File: src/rtl/hamming_secded_decoder_pipe_if.sv
// Stream and status bundle for the pipelined SECDED decoder.
// The master drives codewords and consumes results. The slave is the decoder.
interface hamming_secded_decoder_pipe_if #(
    parameter int DATA_W = 11,
    parameter int PAR_W  = 4,
    parameter int CNT_W  = 16
);
    logic                     in_valid;
    logic                     in_ready;
    logic [DATA_W+PAR_W:0]    in_code;
    logic                     correct_en;
    logic                     out_valid;
    logic                     out_ready;
    logic [DATA_W-1:0]        out_data;
    logic [PAR_W-1:0]         out_syndrome;
    logic                     out_corr;
    logic                     out_uncorr;
    logic                     clr_cnt;
    logic [CNT_W-1:0]         corr_cnt;
    logic [CNT_W-1:0]         uncorr_cnt;

    modport master (
        output in_valid, in_code, correct_en, out_ready, clr_cnt,
        input  in_ready, out_valid, out_data, out_syndrome, out_corr,
               out_uncorr, corr_cnt, uncorr_cnt
    );

    modport slave (
        input  in_valid, in_code, correct_en, out_ready, clr_cnt,
        output in_ready, out_valid, out_data, out_syndrome, out_corr,
               out_uncorr, corr_cnt, uncorr_cnt
    );
endinterface

File: src/rtl/hamming_secded_decoder_pipe.sv
// Two-stage SECDED (extended Hamming) decoder with a valid/ready stream.
// Stage 1 captures the codeword with its syndrome and overall parity.
// Stage 2 classifies the error, optionally corrects it and extracts the payload.
// Saturating event counters track corrected and uncorrectable results.
module hamming_secded_decoder_pipe #(
    parameter int DATA_W = 11,
    parameter int PAR_W  = 4,
    parameter int CNT_W  = 16
) (
    input  logic clk,
    input  logic rst,
    hamming_secded_decoder_pipe_if.slave bus
);
    localparam int N = DATA_W + PAR_W;
    localparam logic [PAR_W:0]   N_L     = (PAR_W+1)'(N);
    localparam logic [CNT_W-1:0] CNT_MAX = '1;

    if (2**PAR_W < DATA_W + PAR_W + 1) begin : g_bad_par
        $error("PAR_W too small to cover DATA_W+PAR_W+1 positions");
    end

    // Codeword bit index holding payload bit k: the k-th non-power-of-two position.
    function automatic int data_bit(input int k);
        int cnt;
        int res;
        cnt = 0;
        res = 0;
        for (int p = 1; p <= N; p++) begin
            if ((p & (p - 1)) != 0) begin
                if (cnt == k) res = p - 1;
                cnt++;
            end
        end
        return res;
    endfunction

    logic             w_en;
    logic [PAR_W-1:0] w_syn;
    logic             w_perr;

    logic             r_s1_valid;
    logic [N-1:0]     r_s1_code;
    logic [PAR_W-1:0] r_s1_syn;
    logic             r_s1_perr;
    logic             r_s1_cen;

    logic             w_syn_zero;
    logic             w_syn_in_range;
    logic             w_single;
    logic             w_corr;
    logic             w_uncorr;
    logic [N-1:0]     w_fixed;
    logic [DATA_W-1:0] w_data;

    logic              r_s2_valid;
    logic [DATA_W-1:0] r_out_data;
    logic [PAR_W-1:0]  r_out_syn;
    logic              r_out_corr;
    logic              r_out_uncorr;
    logic [CNT_W-1:0]  r_corr_cnt;
    logic [CNT_W-1:0]  r_uncorr_cnt;
    logic              w_out_xfer;

    // Both stages advance together whenever the output slot is free or draining.
    assign w_en       = !r_s2_valid || bus.out_ready;
    assign w_out_xfer = r_s2_valid && bus.out_ready;

    // Syndrome is the XOR of the positions of all set bits in the Hamming field.
    always_comb begin
        w_syn = '0;
        for (int i = 0; i < N; i++) begin
            if (bus.in_code[i]) w_syn = w_syn ^ PAR_W'(i + 1);
        end
    end

    assign w_perr = ^bus.in_code;

    // Stage 1: capture codeword and its checks.
    always_ff @(posedge clk or posedge rst) begin
        if (rst) begin
            r_s1_valid <= 1'b0;
            r_s1_code  <= '0;
            r_s1_syn   <= '0;
            r_s1_perr  <= 1'b0;
            r_s1_cen   <= 1'b0;
        end else if (w_en) begin
            r_s1_valid <= bus.in_valid;
            if (bus.in_valid) begin
                r_s1_code <= bus.in_code[N-1:0];
                r_s1_syn  <= w_syn;
                r_s1_perr <= w_perr;
                r_s1_cen  <= bus.correct_en;
            end
        end
    end

    assign w_syn_zero     = (r_s1_syn == '0);
    assign w_syn_in_range = ({1'b0, r_s1_syn} <= N_L);
    assign w_single       = !w_syn_zero && r_s1_perr && w_syn_in_range;
    assign w_corr         = r_s1_perr && (w_syn_zero || w_syn_in_range);
    assign w_uncorr       = !w_syn_zero && (!r_s1_perr || !w_syn_in_range);

    // Flip the bit the syndrome points at, only for a correctable single error.
    always_comb begin
        w_fixed = r_s1_code;
        for (int i = 0; i < N; i++) begin
            if (w_single && r_s1_cen && (r_s1_syn == PAR_W'(i + 1))) begin
                w_fixed[i] = ~r_s1_code[i];
            end
        end
    end

    for (genvar k = 0; k < DATA_W; k++) begin : g_extract
        assign w_data[k] = w_fixed[data_bit(k)];
    end

    // Stage 2: register the decoded result; it holds while stalled.
    always_ff @(posedge clk or posedge rst) begin
        if (rst) begin
            r_s2_valid   <= 1'b0;
            r_out_data   <= '0;
            r_out_syn    <= '0;
            r_out_corr   <= 1'b0;
            r_out_uncorr <= 1'b0;
        end else if (w_en) begin
            r_s2_valid <= r_s1_valid;
            if (r_s1_valid) begin
                r_out_data   <= w_data;
                r_out_syn    <= r_s1_syn;
                r_out_corr   <= w_corr;
                r_out_uncorr <= w_uncorr;
            end
        end
    end

    // Saturating event counters; a clear wins over a same-cycle event.
    always_ff @(posedge clk or posedge rst) begin
        if (rst) begin
            r_corr_cnt   <= '0;
            r_uncorr_cnt <= '0;
        end else if (bus.clr_cnt) begin
            r_corr_cnt   <= '0;
            r_uncorr_cnt <= '0;
        end else if (w_out_xfer) begin
            if (r_out_corr && (r_corr_cnt != CNT_MAX))
                r_corr_cnt <= r_corr_cnt + 1'b1;
            if (r_out_uncorr && (r_uncorr_cnt != CNT_MAX))
                r_uncorr_cnt <= r_uncorr_cnt + 1'b1;
        end
    end

    assign bus.in_ready     = w_en;
    assign bus.out_valid    = r_s2_valid;
    assign bus.out_data     = r_out_data;
    assign bus.out_syndrome = r_out_syn;
    assign bus.out_corr     = r_out_corr;
    assign bus.out_uncorr   = r_out_uncorr;
    assign bus.corr_cnt     = r_corr_cnt;
    assign bus.uncorr_cnt   = r_uncorr_cnt;
endmodule
File: src/flat_wrapper.sv
// flat-port wrapper written by rule: the top's interface ports become plain ports
module hamming_secded_decoder_pipe_flat 
#(
    parameter int DATA_W = 11,
    parameter int PAR_W  = 4,
    parameter int CNT_W  = 16
)
  (clk, rst, bus_in_valid, bus_in_code, bus_correct_en, bus_out_ready, bus_clr_cnt, bus_in_ready, bus_out_valid, bus_out_data, bus_out_syndrome, bus_out_corr, bus_out_uncorr, bus_corr_cnt, bus_uncorr_cnt);
  hamming_secded_decoder_pipe_if #(.DATA_W(DATA_W), .PAR_W(PAR_W), .CNT_W(CNT_W)) bus_i ();
  input  logic clk;
  input  logic rst;
  input wire logic [$bits(bus_i.in_valid)-1:0] bus_in_valid;
  input wire logic [$bits(bus_i.in_code)-1:0] bus_in_code;
  input wire logic [$bits(bus_i.correct_en)-1:0] bus_correct_en;
  input wire logic [$bits(bus_i.out_ready)-1:0] bus_out_ready;
  input wire logic [$bits(bus_i.clr_cnt)-1:0] bus_clr_cnt;
  output wire logic [$bits(bus_i.in_ready)-1:0] bus_in_ready;
  output wire logic [$bits(bus_i.out_valid)-1:0] bus_out_valid;
  output wire logic [$bits(bus_i.out_data)-1:0] bus_out_data;
  output wire logic [$bits(bus_i.out_syndrome)-1:0] bus_out_syndrome;
  output wire logic [$bits(bus_i.out_corr)-1:0] bus_out_corr;
  output wire logic [$bits(bus_i.out_uncorr)-1:0] bus_out_uncorr;
  output wire logic [$bits(bus_i.corr_cnt)-1:0] bus_corr_cnt;
  output wire logic [$bits(bus_i.uncorr_cnt)-1:0] bus_uncorr_cnt;
  assign bus_i.in_valid = bus_in_valid;
  assign bus_i.in_code = bus_in_code;
  assign bus_i.correct_en = bus_correct_en;
  assign bus_i.out_ready = bus_out_ready;
  assign bus_i.clr_cnt = bus_clr_cnt;
  assign bus_in_ready = bus_i.in_ready;
  assign bus_out_valid = bus_i.out_valid;
  assign bus_out_data = bus_i.out_data;
  assign bus_out_syndrome = bus_i.out_syndrome;
  assign bus_out_corr = bus_i.out_corr;
  assign bus_out_uncorr = bus_i.out_uncorr;
  assign bus_corr_cnt = bus_i.corr_cnt;
  assign bus_uncorr_cnt = bus_i.uncorr_cnt;
  hamming_secded_decoder_pipe #(.DATA_W(DATA_W), .PAR_W(PAR_W), .CNT_W(CNT_W)) u_core (.clk(clk), .rst(rst), .bus(bus_i));
endmodule
File: config.mk
export PLATFORM = sky130hd
export DESIGN_NAME = hamming_secded_decoder_pipe_flat
export DESIGN_NICKNAME = d
export VERILOG_FILES = /design/src/rtl/hamming_secded_decoder_pipe_if.sv /design/src/rtl/hamming_secded_decoder_pipe.sv /design/src/flat_wrapper.sv
export SDC_FILE = /design/constraint.sdc
export NUM_CORES = 1
export LEC_CHECK = 0
export CELL_PAD_IN_SITES_DETAIL_PLACEMENT = 1
export CELL_PAD_IN_SITES_GLOBAL_PLACEMENT = 1
export CORE_MARGIN = 2
export CORE_UTILIZATION = 42
export CTS_BUF_LIST = sky130_fd_sc_hd__clkbuf_16
export DETAILED_ROUTE_END_ITERATION = 10
export HOLD_SLACK_MARGIN = 0.08
export PLACE_DENSITY = 0.93
export SETUP_SLACK_MARGIN = 0.15
export SLEW_MARGIN = 20
export SYNTH_ARGS = -nofsm -noshare
export SYNTH_HDL_FRONTEND = slang
export SYNTH_SLANG_ARGS = --single-unit
export TNS_END_PERCENT = 100
File: constraint.sdc
create_clock -name clk -period 5.3 [get_ports clk]
set_input_delay 1.06 -clock clk [delete_from_list [all_inputs] [get_ports clk]]
set_output_delay 1.06 -clock clk [all_outputs]
set_load 0.02 [all_outputs]
==> impl_metrics.json, run 1 <==
{
  "first_global_vias": 2997,
  "portBuffers": 72,
  "start_util_pct": 42.81,
  "met1Wirelength_microns": 3643,
  "synth-seq-cells": 68,
  "wl_met2_microns": 4962,
  "reg2reg_to": "u_core.bus.uncorr_cnt[2]",
  "cp.required_ns": 4.24,
  "gp_congestion": 0.8555,
  "cts.sinks": 68,
  "std_cell_rows": 33,
  "worstSetupEndpointType": "output port",
  "reg2reg_depth": 5,
  "rsz0062_at_grt": "false",
  "p_per_area_nw_per_um2": 372.2,
  "fp.coreArea_sq_um": 8134,
  "fin_tns_setup_ns": 0,
  "viasPerCell": 5.397,
  "yosysMostFrequentCell": "dfrtp_1",
  "wl_met3_microns": 337,
  "drt-wirelength-per-cell_microns": 17.41,
  "synth_top_family_by_area": "simple AND/OR/NAND/NOR gates",
  "path_class": "input pin to output port",
  "yosysWarningCount": 0,
  "cts_setup_buffers": 0,
  "period_needed_ns": 3.436,
  "ys_top_cells_by_count": "dfrtp_1, xnor2_1, nor2_1, nand2_1",
  "setup_violations": 0,
  "start_kind": "input pin",
  "cts_hold_buf": 0,
  "yosysSeqAreaShare_pct": 48.87,
  "crit_start": "bus_out_ready",
  "drive_gt1_share_pct": 10.07,
  "synth_edf_count": 0,
  "syn_avg_cell_area_sq_um": 10.24,
  "hold_depth": 2,
  "synth_top_area_share_pct": 48.87,
  "antenna_cells": 0,
  "ios": 73,
  "synth_top_flop_cell": "dfrtp_1",
  "timing.rr.start": "u_core.bus.uncorr_cnt[0]",
  "cts_buffers": 9,
  "muxShareOfSynthArea_pct": 6.827,
  "yosysTopAreaCell": "dfrtp_1",
  "nFillCells": 892,
  "cts_tree": "built",
  "synth-simple-area-share_pct": 17.97,
  "clockBufferDepth": 2,
  "cap_violations": 0,
  "layout.nets": 436,
  "cts_root_buf": "clkbuf_16",
  "slew_violations": 0,
  "synthArstFlopShare_pct": 100.0,
  "first_iter_violations": 41,
  "fin_skew_ns": 0.007693,
  "grtUsageTotal_pct": 21.82,
  "worst_pin_slew_ns": 0.8255,
  "num_vias": 2817,
  "routed_wl_microns": 9088,
  "drt_pre_antenna_iters": 4,
  "dr.max_layer_used": "met4",
  "reg2reg_slack_ns": 3.00,
  "synth_fa_ha_area_share_pct": 0.7186,
  "hpwl_microns": 6437,
  "path_max_fanout": 5,
  "die_x_microns": 95.06,
  "die-height_microns": 95.06,
  "syn_inst": 340,
  "yosys.area_share.xor_xnor_pct": 15.74,
  "hold_viol_final": 0,
  "endpoint": "bus_in_ready",
  "grt_pass1_wl_microns": 14970,
  "grt_overflow": 0,
  "hold_path_class": "flip-flop to flip-flop",
  "clkLatencyLatePin_ns": 0.33,
  "die_area_sq_um": 9035,
  "ys_top_cells_by_area": "dfrtp_1, xnor2_1, mux2_2",
  "fmax_mhz": 291.0,
  "ctsResizeCount": 0,
  "critPathArrivalTime_ns": 2.38,
  "area_delta_synth_final_pct": 31.37,
  "synth_nets": 364,
  "drc_errors": 0,
  "hold_slack_ns": 0.4866,
  "clk_pin_slew_ns": 0.05,
  "leakage_nw": 1.789,
  "synth_compound_area_share_pct": 7.797,
  "finalCritPeriodShare_pct": 64.84,
  "grt_max_degree": 37,
  "slew-limit-headroom_pct": 44.83,
  "yosysUniqueCellTypes": 40,
  "outcome": "finished, final reports clean",
  "antenna_found_initial": 0,
  "drtAntennaViolNets": 0,
  "syn_area_sq_um": 3482,
  "h-tree-depth": 3,
  "ir_worst_vdd_mv": 0.1985
}
## power breakdown
group	switching (mW)	internal (mW)	total, mW	leakage, nW
Sequential	0.0859	0.607	0.693	0.881
Clock	0.215	0.357	0.572	0.141
Combinational	0.222	0.216	0.438	0.767
Total	0.523	1.18	1.70	1.79
## cell usage in the layout, fill, tap and decap left out, types with 5 or more instances in the layout
master           count
clkdlybuf4s50_1     71
xor2_1              13
o21ai_0             18
nor3_1              12
nor2_1              36
nand4_1              7
inv_1                7
nand2b_1             5
nand2_1             33
clkbuf_16            9
dfrtp_1             68
a21oi_1              5
nand3_1              9
o211ai_1             7
xnor2_1             47
mux2_2              18
nor4_1               6
a211oi_1             5
## per-stage QoR
stage                     instances  power [mW]  area [sq um]  setup slack [ns]  util, %
final                           522       1.703          4574             1.864    56.24
after global routing            522       1.794          4574             1.784    56.24
after CTS                       522       1.721          4574             1.856    56.24
after detailed placement        506       1.138          4290             1.861    52.75
after global placement          506       1.114          4295             1.877    52.81
after floorplan                 340      0.9346          3482             2.528        -
## how the worst min path moves through the flow
| stage | endpoint | slack [ns] | from |
|---|---|---|---|
| final | u_core.bus.out_valid | 0.49 | u_core.r_s1_valid |
| after global routing | u_core.bus.out_valid | 0.52 | u_core.r_s1_valid |
| after CTS | u_core.bus.out_data[2] | 0.49 | u_core.bus.out_data[2] |
| after detailed placement | u_core.bus.out_valid | 0.48 | u_core.r_s1_valid |
| after global placement | u_core.bus.out_valid | 0.45 | u_core.r_s1_valid |
| after floorplan | u_core.bus.out_valid | 0.44 | u_core.r_s1_valid |
## cells by family (layout without fill, tap and decap cells)
group / after synthesis / in the layout
buffers and inverters: 19 / 96
AOI/OAI and AO/OA: 42 / 42
xor gates and xnor gates: 61 / 61
DFF: 68 / 68
adders and majority gates: 2 / 2
muxes: 21 / 21
and+or+nand+nor: 127 / 127
## area by class of cell
type | instances | area (sq um) | area share (%)
multi-input combinational | 253 | 1708 | 37.34
inverter | 7 | 26.28 | 0.5744
clock inverter | 7 | 58.81 | 1.286
sequential | 68 | 1702 | 37.20
clock buffer | 9 | 225.2 | 4.923
timing repair buffer | 73 | 723.2 | 15.81
tap | 105 | 131.4 | 2.872
## worst max-delay path, stage by stage
cell and delay [ns]:
clkdlybuf4s50_1 0.49, nand2b_1 0.19, clkdlybuf4s50_1 0.63
## sequential cells by signal (all words and copies together) (netlist names), 4 cells and up
register and cells:
u_core.bus.corr_cnt 16, u_core.bus.out_data 11, u_core.bus.out_syndrome 4, u_core.bus.uncorr_cnt 16, u_core.r_s1_code 11, u_core.r_s1_syn 4
## metal layers
layer | GRT usage (%) | up-vias
li1 | - | 1315
met1 | 25.25 | 1418
met2 | 39.95 | 69
met3 | 5.850 | 15
met4 | 5.435 | 0
met5 | 0 | -
Note: power is estimated with default switching activity, not from simulation.
==> run 2, diff against run 1 <==
--- a/config.mk
+++ b/config.mk
@@ -8,11 +8,11 @@
 export CELL_PAD_IN_SITES_DETAIL_PLACEMENT = 1
 export CELL_PAD_IN_SITES_GLOBAL_PLACEMENT = 1
 export CORE_MARGIN = 2
-export CORE_UTILIZATION = 42
+export CORE_UTILIZATION = 36
 export CTS_BUF_LIST = sky130_fd_sc_hd__clkbuf_16
 export DETAILED_ROUTE_END_ITERATION = 10
 export HOLD_SLACK_MARGIN = 0.08
-export PLACE_DENSITY = 0.93
+export PLACE_DENSITY = 0.86
 export SETUP_SLACK_MARGIN = 0.15
 export SLEW_MARGIN = 20
 export SYNTH_ARGS = -nofsm -noshare
==> constraint.sdc (replaced) <==
create_clock -name clk -period 2.9 [get_ports clk]
set_input_delay 0.58 -clock clk [delete_from_list [all_inputs] [get_ports clk]]
set_output_delay 0.58 -clock clk [all_outputs]
set_load 0.02 [all_outputs]
==> impl_metrics.json, run 2 (synthesized netlist as in run 1, its figures left out) <==
{
  "hold_path_class": "flip-flop to flip-flop",
  "fin_skew_ns": 0.006776,
  "viasPerCell": 5.098,
  "critPathArrivalTime_ns": 1.91,
  "drive_gt1_share_pct": 11.16,
  "cp.required_ns": 2.32,
  "drc_errors": 0,
  "clockBufferDepth": 2,
  "slew_violations": 0,
  "cts.sinks": 68,
  "cts_tree": "built",
  "final_cell_area_sq_um": 4669,
  "reg2reg_depth": 6,
  "hold_viol_final": 0,
  "start_util_pct": 37.33,
  "setup_violations": 0,
  "ios": 73,
  "cts_setup_buffers": 0,
  "grtUsageTotal_pct": 18.59,
  "mostFrequentLayoutCell": "clkdlybuf4s50_1",
  "path_max_fanout": 5,
  "path_class": "input pin to output port",
  "drt-wirelength-per-cell_microns": 16.45,
  "hpwl_microns": 6697,
  "ctsResizeCount": 0,
  "hold_depth": 2,
  "grt_pass1_wl_microns": 15060,
  "finalCritPeriodShare_pct": 85.84,
  "drtAntennaViolNets": 0,
  "slew-limit-headroom_pct": 46.12,
  "worst_pin_slew_ns": 0.8056,
  "first_iter_violations": 60,
  "cts_buffers": 9,
  "area_delta_synth_final_pct": 34.10,
  "drt_pre_antenna_iters": 4,
  "layout.nets": 441,
  "die_area_sq_um": 10480,
  "worstSetupEndpointType": "output port",
  "routed_wl_microns": 9047,
  "num_vias": 2804,
  "fin_tns_setup_ns": 0,
  "cts_hold_buf": 0,
  "cts_root_buf": "clkbuf_16",
  "final_cell_mix": "clkdlybuf4s50_1, dfrtp_1, xnor2_1",
  "fp.coreArea_sq_um": 9328,
  "clk_pin_slew_ns": 0.06,
  "rsz0062_at_grt": "false",
  "portBuffers": 72,
  "grt_overflow": 0,
  "outcome": "finished, final reports clean",
  "clkLatencyLatePin_ns": 0.33,
  "h-tree-depth": 3,
  "start_kind": "input pin",
  "wl_met2_microns": 4796,
  "die_x_microns": 102.4,
  "first_global_vias": 3035,
  "nFillCells": 1038,
  "gp_congestion": 0.8530,
  "fmax_mhz": 401.7,
  "p_per_area_nw_per_um2": 688.2,
  "met1Wirelength_microns": 3821,
  "std_cell_rows": 35,
  "wl_met3_microns": 268,
  "die-height_microns": 102.4,
  "antenna_cells": 0,
  "ir_worst_vdd_mv": 0.3425,
  "dpl-instance-area_sq_um": 4363,
  "grt_max_degree": 29,
  "antenna_found_initial": 0,
  "dr.max_layer_used": "met4",
  "power.total_mw": 3.213,
  "leakage_nw": 1.824,
  "period_needed_ns": 2.489,
  "cap_violations": 0
}
-- run 2: cell types whose count changed in the layout (fill, tap and decap cells not counted) --
cell / previous run / this run
clkdlybuf4s50_1: 71 / 72
buf_2: 1 / 0
buf_4: 1 / 6
bufinv_16: 1 / 2
clkinv_1: 2 / 0
-- run 2: worst paths after layout --
check                                       start                       to  slack, ns
max in group asynchronous                     rst   u_core.bus.corr_cnt[0]       1.52
max reg2reg                u_core.bus.corr_cnt[0]  u_core.bus.corr_cnt[13]       0.63
min reg2reg                u_core.bus.out_data[7]   u_core.bus.out_data[7]       0.47
min                        u_core.bus.out_data[7]   u_core.bus.out_data[7]       0.47
max                                 bus_out_ready             bus_in_ready       0.41
min in group asynchronous                     rst   u_core.bus.out_data[4]       0.65
-- run 2: layout make-up --
class / count / area (sq um) / share of cell area, %
tap: 129 / 161.4 / 3.457
inverter: 7 / 26.28 / 0.5627
sequential: 68 / 1702 / 36.44
clock buffer: 9 / 225.2 / 4.823
multi-input combinational: 253 / 1708 / 36.58
timing repair buffer: 78 / 765.7 / 16.40
clock inverter: 6 / 81.33 / 1.742
-- run 2: stage by stage --
step / hold WS, ns / worst slack [ns] / util (%) / instances
5_1_grt: 0.5091 / 0.3517 / 50.06 / 550
3_5_place_dp: 0.4689 / 0.2758 / 46.77 / 535
4_1_cts: 0.4821 / 0.4016 / 50.06 / 550
3_3_place_gp: 0.4506 / 0.4296 / 46.77 / 535
6_report: 0.4749 / 0.4105 / 50.06 / 550
2_1_floorplan: 0.4365 / 0.6085 / - / 340
-- run 2: layer usage --
metal	track usage, %	up-vias
met4	6.564	0
met5	0	-
met3	2.804	14
met1	22.31	1405
met2	33.81	58
li1	-	1327
-- run 2: critical path, cell delays in order --
cell	delay, ns
clkdlybuf4s50_1	0.50
nand2b_1	0.20
clkdlybuf4s50_1	0.63
-- run 2: power breakdown --
| part | internal [mW] | switching, mW |
|---|---|---|
| Clock | 0.741 | 0.400 |
| Combinational | 0.404 | 0.406 |
| Sequential | 1.11 | 0.153 |
| Total | 2.25 | 0.959 |
